**src/rtl/turbo_iter_ctrl_pkg.sv**
```systemverilog
// Shared definitions for the turbo decoder iteration controller: state encoding,
// default sizes and the 7-entry interleaver permutation.
package turbo_iter_ctrl_pkg;

    localparam int EXTEND_SIZE_DEF = 7;
    localparam int MAX_ITER_DEF    = 8;
    localparam int ADDR_W          = 3;
    localparam int ITER_W          = 4;

    typedef enum logic [2:0] {
        IDLE,
        LOAD,
        WAIT,
        WRITE,
        CHECK,
        DONE
    } state_t;

    // Interleaver order used for the second (interleaved) half-iteration.
    function automatic logic [ADDR_W-1:0] perm(input logic [ADDR_W-1:0] idx);
        logic [ADDR_W-1:0] result;
        case (idx)
            3'd0:    result = 3'd3;
            3'd1:    result = 3'd0;
            3'd2:    result = 3'd5;
            3'd3:    result = 3'd1;
            3'd4:    result = 3'd6;
            3'd5:    result = 3'd2;
            3'd6:    result = 3'd4;
            default: result = idx;
        endcase
        return result;
    endfunction

    // Zero requests still run one iteration; requests above the cap are clamped.
    function automatic logic [ITER_W-1:0] eff_iter(input logic [ITER_W-1:0] req,
                                                   input int max_iter);
        logic [ITER_W-1:0] result;
        if (req == '0)
            result = ITER_W'(1);
        else if (int'(req) > max_iter)
            result = ITER_W'(max_iter);
        else
            result = req;
        return result;
    endfunction

endpackage

```
**src/rtl/turbo_iter_ctrl_timer.sv**
```systemverilog
// WAIT-state watchdog: counts cycles while enabled and flags the last allowed cycle.
module turbo_iter_timer #(
    parameter int TIMEOUT = 64
) (
    input  logic clk,
    input  logic rst,
    input  logic clear,
    input  logic enable,
    output logic expired
);

    localparam int TW = (TIMEOUT > 1) ? $clog2(TIMEOUT) : 1;

    logic [TW-1:0] count_reg;

    always_ff @(posedge clk or posedge rst) begin
        if (rst) begin
            count_reg <= '0;
        end else if (clear) begin
            count_reg <= '0;
        end else if (enable && !expired) begin
            count_reg <= count_reg + TW'(1);
        end
    end

    assign expired = (count_reg == TW'(TIMEOUT - 1));

endmodule

```
**src/rtl/turbo_iter_ctrl.sv**
```systemverilog
// Turbo decoder iteration controller: sequences SISO loads, waits for results,
// writes extrinsics and counts half/full iterations until the requested count.
module turbo_iter_ctrl
    import turbo_iter_ctrl_pkg::*;
#(
    parameter int EXTEND_SIZE = EXTEND_SIZE_DEF,
    parameter int MAX_ITER    = MAX_ITER_DEF,
    parameter int TIMEOUT     = 64
) (
    input  logic              clk_i,
    input  logic              rst_i,
    input  logic              start_i,
    input  logic [ITER_W-1:0] num_iter_i,
    input  logic              abort_i,
    input  logic              siso_done_i,
    output logic              siso_read_en_o,
    output logic [ADDR_W-1:0] siso_addr_o,
    output logic              half_o,
    output logic              ext_wr_en_o,
    output logic [ITER_W-1:0] iter_o,
    output logic              busy_o,
    output logic              done_o,
    output logic              err_o
);

    localparam logic [ADDR_W-1:0] LOAD_LAST = ADDR_W'(EXTEND_SIZE - 1);

    state_t            state_reg,    state_next;
    logic [ADDR_W-1:0] load_cnt_reg, load_cnt_next;
    logic              half_reg,     half_next;
    logic [ITER_W-1:0] iter_reg,     iter_next;
    logic [ITER_W-1:0] n_iter_reg,   n_iter_next;
    logic              err_reg,      err_next;

    logic              timer_expired;
    logic [ITER_W-1:0] iter_inc;

    turbo_iter_timer #(
        .TIMEOUT (TIMEOUT)
    ) u_timer (
        .clk     (clk_i),
        .rst     (rst_i),
        .clear   (state_reg != WAIT),
        .enable  (state_reg == WAIT),
        .expired (timer_expired)
    );

    assign iter_inc = (iter_reg == '1) ? iter_reg : iter_reg + ITER_W'(1);

    always_ff @(posedge clk_i or posedge rst_i) begin
        if (rst_i) begin
            state_reg    <= IDLE;
            load_cnt_reg <= '0;
            half_reg     <= 1'b0;
            iter_reg     <= '0;
            n_iter_reg   <= '0;
            err_reg      <= 1'b0;
        end else begin
            state_reg    <= state_next;
            load_cnt_reg <= load_cnt_next;
            half_reg     <= half_next;
            iter_reg     <= iter_next;
            n_iter_reg   <= n_iter_next;
            err_reg      <= err_next;
        end
    end

    always_comb begin
        state_next    = state_reg;
        load_cnt_next = load_cnt_reg;
        half_next     = half_reg;
        iter_next     = iter_reg;
        n_iter_next   = n_iter_reg;
        err_next      = err_reg;

        unique case (state_reg)
            IDLE: begin
                if (start_i) begin
                    n_iter_next   = eff_iter(num_iter_i, MAX_ITER);
                    iter_next     = '0;
                    half_next     = 1'b0;
                    err_next      = 1'b0;
                    load_cnt_next = '0;
                    state_next    = LOAD;
                end
            end
            LOAD: begin
                if (load_cnt_reg == LOAD_LAST) begin
                    load_cnt_next = '0;
                    state_next    = WAIT;
                end else begin
                    load_cnt_next = load_cnt_reg + ADDR_W'(1);
                end
            end
            WAIT: begin
                // A result arriving on the final allowed cycle still counts.
                if (siso_done_i) begin
                    state_next = WRITE;
                end else if (timer_expired) begin
                    err_next   = 1'b1;
                    state_next = DONE;
                end
            end
            WRITE: begin
                state_next = CHECK;
            end
            CHECK: begin
                if (!half_reg) begin
                    half_next  = 1'b1;
                    state_next = LOAD;
                end else begin
                    half_next  = 1'b0;
                    iter_next  = iter_inc;
                    state_next = (iter_inc == n_iter_reg) ? DONE : LOAD;
                end
            end
            DONE: begin
                state_next = IDLE;
            end
            default: begin
                state_next = IDLE;
            end
        endcase

        // Abort wins over everything except an already-pending DONE, which
        // must stay a single-cycle pulse.
        if (abort_i && state_reg != IDLE && state_reg != DONE) begin
            state_next    = DONE;
            load_cnt_next = '0;
            half_next     = half_reg;
            iter_next     = iter_reg;
            err_next      = err_reg;
        end
    end

    assign siso_read_en_o = (state_reg == LOAD);
    assign siso_addr_o    = (state_reg != LOAD) ? '0 :
                            (half_reg ? perm(load_cnt_reg) : load_cnt_reg);
    assign half_o         = half_reg;
    assign ext_wr_en_o    = (state_reg == WRITE);
    assign iter_o         = iter_reg;
    assign busy_o         = (state_reg != IDLE);
    assign done_o         = (state_reg == DONE);
    assign err_o          = err_reg;

endmodule

```
**config.mk**
```make
export PLATFORM = sky130hd
export DESIGN_NAME = turbo_iter_ctrl
export DESIGN_NICKNAME = d
export VERILOG_FILES = /design/src/rtl/turbo_iter_ctrl_pkg.sv /design/src/rtl/turbo_iter_ctrl_timer.sv /design/src/rtl/turbo_iter_ctrl.sv
export SDC_FILE = /design/constraint.sdc
export NUM_CORES = 1
export LEC_CHECK = 0
export CAP_MARGIN = 10
export CORE_MARGIN = 2
export CORE_UTILIZATION = 50
export DETAILED_ROUTE_END_ITERATION = 12
export GPL_TIMING_DRIVEN = 0
export PLACE_DENSITY = 0.75
export REMOVE_ABC_BUFFERS = 1
export SYNTH_ARGS = -nofsm -noshare
export SYNTH_HDL_FRONTEND = slang
export SYNTH_HIERARCHICAL = 1
export SYNTH_SLANG_ARGS = --single-unit
```
**constraint.sdc**
```tcl
create_clock -name clk_i -period 5.5 [get_ports clk_i]
set_input_delay 1.1 -clock clk_i [delete_from_list [all_inputs] [get_ports clk_i]]
set_output_delay 1.1 -clock clk_i [all_outputs]
set_load 0.01 [all_outputs]
```
=== Yosys cells after proc, flatten, opt, wreduce, memory -nomap -nowiden ===
Index checks and enable logic that the tools add are counted.

* Word-level logic and storage cells: 83
* Register bits: 22
* Output and inout port bits: 13
* Latch bits: 0
* Bits in writable memories: 0
* Bits of input ports: 9
* ROM bits: 0
* Memories kept: 0

* Add/subtract/negate cells: 3
* $mul: 0
* Divide/modulo/power cells: 0
* Bitwise operators: 1
* Muxes and demuxes: 29
* Shift-type cells: 0
* Equality and inequality tests: 24
* Magnitude comparators: 1
* Reduce and logical (&&, ||, !) cells: 18

{| class="wikitable"
|+ Operators by type and width
! operator !! number
|-
| $mux W3 || 12
|-
| $pmux W3 S7 || 1
|-
| $mux W4 || 5
|-
| $eq A3 B3 Y1 const B || 5
|-
| $pmux W3 S5 || 1
|-
| $eq A3 B2 Y1 const B || 4
|-
| $mux W6 || 2
|-
| $ne A2 B2 Y1 const B || 4
|-
| $pmux W4 S2 || 1
|-
| $add A6 B1 Y6 const B || 1
|-
| $eq A3 B1 Y1 const B || 2
|-
| $eq A6 B6 Y1 const B || 1
|-
| $logic_not A3 Y1 || 2
|-
| $ne A3 B1 Y1 const B || 2
|-
| $ne A3 B3 Y1 const B || 2
|-
| $pmux W3 S2 || 1
|-
| $reduce_and A3 Y1 || 2
|-
| $reduce_bool A2 Y1 || 3
|-
| $reduce_bool A3 Y1 || 2
|-
| $reduce_and A5 Y1 || 1
|-
| $add A4 B1 Y4 const B || 1
|-
| $eq A4 B4 Y1 || 1
|-
| $eq A4 B4 Y1 const B || 1
|-
| $gt A4 B4 Y1 const B || 1
|-
| other kinds (11) || 18
|}

=== Logic depth before layout (Yosys ltp) ===
* Word-level depth: 7
* Depth in mapped cells: 7
* Mapped depth without buffers: 7

=== Hierarchy ===
The synthesis kept the hierarchy.

{| class="wikitable"
|+ By module, submodules not included
! module !! seq. area each (µm²) !! area each (µm²) !! times used !! cells each
|-
| turbo_iter_ctrl || 400.4 || 1097.3 || 1 || 136
|-
| turbo_iter_timer || 150.1 || 369.1 || 1 || 37
|}

=== Worst setup path after synthesis ===
No wires, ideal clock.

* Kind: register -> output
* Start: register state_reg[1]
* End: output siso_addr_o[0]
* Path slack: 3301 ps
* Required time: 4400 ps
* Arrival: 1099 ps
* Path buffers: 1
* Cell stages (with the launch flop): 4
* Cell sequence: dfrtp_1 or3b_1 buf_2 a21oi_1

* Longest elaborated chain between the ends: 2

{| class="wikitable"
|+ Ends and longest elaborated chain
! what !! line !! text
|-
| from (decl) || turbo_iter_ctrl.sv:28 || <nowiki>state_t state_reg, state_next;</nowiki>
|-
| from (signal assigned) || turbo_iter_ctrl.sv:59 || <nowiki>state_reg <= state_next;</nowiki>
|-
| $ne A3 B1 Y1 || turbo_iter_ctrl.sv:137 || <nowiki>assign siso_addr_o = (state_reg != LOAD) ? '0 :</nowiki>
|-
| $mux W3 || turbo_iter_ctrl.sv:137 ||
|-
| to (decl) || turbo_iter_ctrl.sv:17 || <nowiki>output logic [ADDR_W-1:0] siso_addr_o,</nowiki>
|}

Every way passes these cells.

=== Worst setup path after layout ===
* Start: register state_reg[0]
* End: output siso_addr_o[2]

Same word-level chain as after synthesis.

==> impl_results.html <==
<table>
<tr><th>Metric</th><th>Value</th></tr>
<tr><th colspan="2">Synthesis</th></tr>
<tr><td>Combinational family with the most area after synthesis</td><td>simple AND/OR/NAND/NOR gates</td></tr>
<tr><td>Sequential fraction of the synthesis area</td><td>37.5%</td></tr>
<tr><td>Post-Synth XOR/XNOR Area</td><td>2.39%</td></tr>
<tr><td>Number of synthesized flops with an enable pin</td><td>0</td></tr>
<tr><td>Distinct cells, synth</td><td>49</td></tr>
<tr><td>Synth warn</td><td>6</td></tr>
<tr><td>Area fraction in and, or, nand and nor cells after synthesis</td><td>26.7%</td></tr>
<tr><td>Mapped Cells</td><td>173</td></tr>
<tr><td>Async set-reset flop share out of synthesis</td><td>100%</td></tr>
<tr><td>Number of synthesized register bits</td><td>22</td></tr>
<tr><td>Complex-gate fraction of the synthesized area</td><td>21.1%</td></tr>
<tr><td>Top flip-flop cell by instance count after synthesis</td><td>dfrtp_1</td></tr>
<tr><td>Synthesized-area fraction occupied by adder cells</td><td>1.71%</td></tr>
<tr><td>Multiplexer share of the synthesized area</td><td>3.50%</td></tr>
<tr><td>Cell area after synthesis</td><td>1470 um^2</td></tr>
<tr><td>Average cell area after synthesis</td><td>8.48 um^2</td></tr>
<tr><th colspan="2">Finish</th></tr>
<tr><td>Fill cell count</td><td>276</td></tr>
<tr><td>Sequential cell area</td><td>551 um^2</td></tr>
<tr><td>Area growth, synth to finish</td><td>17.6%</td></tr>
<tr><td>Share of the core filled with cells</td><td>62.0%</td></tr>
<tr><td>Commonest cells after routing, fill and taps aside</td><td>22 x dfrtp_1, 21 x clkdlybuf4s50_1, 16 x inv_1</td></tr>
<tr><td>Area used by multi-input combinational logic</td><td>812 um^2</td></tr>
<tr><td>Most frequent standard cell in the layout excluding fill and tap cells</td><td>dfrtp_1</td></tr>
<tr><td>Number of diodes added for antenna fixing</td><td>0</td></tr>
<tr><td>Share of cells above drive strength 1</td><td>6.88%</td></tr>
<tr><td>Flip-flop count of the largest register, all copies and words added</td><td>6</td></tr>
<tr><td>Number of nets in the layout</td><td>201</td></tr>
<tr><th colspan="2">Power and ir drop</th></tr>
<tr><td>Power per cell area</td><td>385 nW/um^2</td></tr>
<tr><td>Standby leakage power</td><td>0.728 nW</td></tr>
<tr><td>Pwr Total</td><td>663 uW</td></tr>
<tr><td>Worst IR Drop VDD</td><td>0.297 mV</td></tr>
<tr><th colspan="2">Worst setup path</th></tr>
<tr><td>Combined buffer and inverter count along the critical path</td><td>1</td></tr>
<tr><td>Library cell contributing the largest single delay on the critical path</td><td>dfrtp_1</td></tr>
<tr><td>Startpoint of the worst setup timing path</td><td>state_reg[0]$_DFFE_PP0P_</td></tr>
<tr><td>Cells along the critical path</td><td>or3b_1 &gt; a21oi_1 &gt; clkdlybuf4s50_1</td></tr>
<tr><td>Kind of cell adding the most delay to the critical path</td><td>flip-flops</td></tr>
<tr><td>Startpoint of the worst-slack reg-to-reg timing path</td><td>state_reg[1]$_DFFE_PP0P_</td></tr>
<tr><td>Critical path fanouts, max</td><td>14</td></tr>
<tr><td>Crit path launch type</td><td>flip-flop</td></tr>
<tr><td>Type of the worst setup path</td><td>reg2out</td></tr>
<tr><td>Critical path arrival</td><td>2.17 ns</td></tr>
<tr><td>CP peak stage delay</td><td>0.60 ns</td></tr>
<tr><td>Required time of the worst setup path</td><td>4.40 ns</td></tr>
<tr><td>Type of destination of the critical path</td><td>output pin</td></tr>
<tr><th colspan="2">Detailed routing</th></tr>
<tr><td>Number of antenna-violating nets in the routed design</td><td>0</td></tr>
<tr><td>Count of TritonRoute iterations in the first routing pass</td><td>4</td></tr>
<tr><td>Routed length on met3</td><td>73 um</td></tr>
<tr><td>Wirelength per Cell</td><td>14.1 um</td></tr>
<tr><td>Iteration-0 DRC count of the detailed router</td><td>46</td></tr>
<tr><td>Final WL</td><td>3100 um</td></tr>
<tr><td>Highest layer used for signal routing</td><td>met4</td></tr>
<tr><td>Routed wl met2</td><td>1500 um</td></tr>
<tr><td>DRC</td><td>0</td></tr>
<tr><td>Total via count in the routed design</td><td>1306</td></tr>
<tr><td>Ratio of routed vias to standard cells</td><td>5.94</td></tr>
<tr><td>WL met1</td><td>1510 um</td></tr>
<tr><th colspan="2">Global route</th></tr>
<tr><td>Pin count of the biggest net entering global routing</td><td>17</td></tr>
<tr><td>Via count of the first global-routing pass</td><td>1250</td></tr>
<tr><td>Number of antenna violations at the first check in global routing</td><td>0</td></tr>
<tr><td>Aggregate global routing overflow</td><td>0</td></tr>
<tr><td>Global-route wire length before repair</td><td>5380 um</td></tr>
<tr><td>GRT Util Overall</td><td>20.1%</td></tr>
<tr><th colspan="2">Timing</th></tr>
<tr><td>Maximum clock skew at final layout</td><td>0.00547 ns</td></tr>
<tr><td>Clock period minus final worst setup slack</td><td>3.27 ns</td></tr>
<tr><td>Fmax</td><td>305 MHz</td></tr>
<tr><td>Setup repair after global routing missed its margin</td><td>false</td></tr>
<tr><td>Slew Limit Fails</td><td>0</td></tr>
<tr><td>Hold Vio Cnt, Final</td><td>0</td></tr>
<tr><td>Max_slew headroom</td><td>56.3%</td></tr>
<tr><td>Final-report setup violation count</td><td>0</td></tr>
<tr><td>Setup Total Neg Slack</td><td>0 ns</td></tr>
<tr><td>Part of the cycle the worst path needs</td><td>59.5%</td></tr>
<tr><td>Actual transition at the worst max-transition pin</td><td>0.655 ns</td></tr>
<tr><th colspan="2">Clock network</th></tr>
<tr><td>TritonCTS clock tree</td><td>built</td></tr>
<tr><td>Hold Buf Count CTS</td><td>0</td></tr>
<tr><td>Register clock-pin slew on the reported worst setup and hold paths</td><td>0.13 ns</td></tr>
<tr><td>TritonCTS buffer count</td><td>3</td></tr>
<tr><td>Clock Tree Buf Depth</td><td>2</td></tr>
<tr><td>Post-cts repair resize count</td><td>0</td></tr>
<tr><td>H-tree Lvls</td><td>1</td></tr>
<tr><td>Master cell of the clock root buffer</td><td>clkbuf_4</td></tr>
<tr><td>Setup fix buffers added after clock tree synthesis</td><td>0</td></tr>
<tr><td>Clk_lat worst skew</td><td>0.31 ns</td></tr>
<tr><td>Clock net sink count</td><td>22</td></tr>
<tr><th colspan="2">Hold path</th></tr>
<tr><td>Critical hold path startpoint</td><td>err_o$_DFFE_PP0P_</td></tr>
<tr><td>Class of the worst hold path</td><td>reg2reg</td></tr>
<tr><th colspan="2">Die</th></tr>
<tr><td>Area enclosed by the die boundary</td><td>3380 um^2</td></tr>
<tr><td>Placeable core region</td><td>2780 um^2</td></tr>
<tr><td>Die extent in y</td><td>58.2 um</td></tr>
<tr><td>Top-level port count</td><td>22</td></tr>
<tr><td>Starting utilization of the core area</td><td>52.7%</td></tr>
<tr><td>Cell Rows</td><td>19</td></tr>
<tr><td>Die outline width</td><td>58.2 um</td></tr>
<tr><th colspan="2">Run status</th></tr>
<tr><td>Status</td><td>complete, no violations</td></tr>
<tr><th colspan="2">Placed design</th></tr>
<tr><td>Input/output buffers</td><td>21</td></tr>
<tr><td>Final weighted congestion of routability-driven global placement</td><td>0.792</td></tr>
<tr><td>Estimated wirelength of the detail-placed design</td><td>2280 um</td></tr>
<tr><th colspan="2">Run</th></tr>
<tr><td>Max-cap check violation count</td><td>0</td></tr>
</table>
## where the power goes
part | switching, mW | internal [mW]
sequential | 0.0617 | 0.197
clock | 0.0521 | 0.0737
combinational | 0.139 | 0.140
## Yosys cell counts, drive strengths merged (3+ instances only)
library cell	instances	share of area (%)
nor4	3	1.7
mux2i	4	2.7
nor3	9	3.1
o21ai	13	4.4
clkbuf	6	1.5
nor3b	3	1.5
and4	3	2.1
a31oi	4	1.7
a21oi	11	3.8
a41oi	3	1.8
nand2b	6	2.6
dfrtp	22	38
nor2	12	3.2
inv	16	4.1
buf	3	1.5
nand3	6	2.4
nand2	11	2.8
a211oi	3	1.9
nand4	3	1.3
## worst register-to-register path: stages (launching register included)
cell and delay, ns:
dfrtp_1 0.61, or3b_1 0.58, inv_1 0.29, and4_4 0.28, and4_4 0.22, a211oi_2 0.06
## kinds of logic after synthesis
| logic type | after synthesis |
|---|---|
| AND/OR/NAND/NOR | 67 |
| multiplexers | 5 |
| buffers and inverters | 25 |
| adder cells (fa/ha/maj) | 2 |
| flip-flops | 22 |
| XOR/XNOR | 4 |
| AO/OA/AOI/OAI | 48 |
## per-stage QoR
step	instances	setup slack (ns)	instance area, um^2	hold slack, ns
finish	220	2.23	1720	0.519
global route	220	2.07	1720	0.540
CTS	220	2.23	1720	0.516
detailed placement	216	2.60	1670	0.483
global placement	216	2.65	1670	0.481
floorplan	164	3.20	1420	0.459
## path summary, 6_finish.rpt
path	cells after the start	to	slack, ns
max in group asynchronous	2	iter_o[2]$_DFFE_PP0P_	3.89
hold / removal	1	err_o$_DFFE_PP0P_	0.52
setup / recovery	3	siso_addr_o[2]	2.23
hold reg to reg	1	err_o$_DFFE_PP0P_	0.52
min in group asynchronous	2	u_timer/count_reg[2]$_DFFE_PP0P_	1.02
setup reg to reg	5	u_timer/count_reg[5]$_DFFE_PP0P_	3.34
## cell type report
cell class	count	share of cell area, %
repair buffers	21	12.2
multi-input cells	126	47.1
well taps	31	2.25
inverters	16	3.48
flip-flops and latches	22	31.9
clock inverters	1	1.74
clock buffers	3	1.31
## routing by layer
metal | track usage [%] | vias up
met3 | 2.01 | 2
met5 | 0 | -
met1 | 27.4 | 625
li1 | - | 662
met2 | 33.6 | 17
met4 | 6.64 | 0
Note: power is estimated with default switching activity, not from simulation.
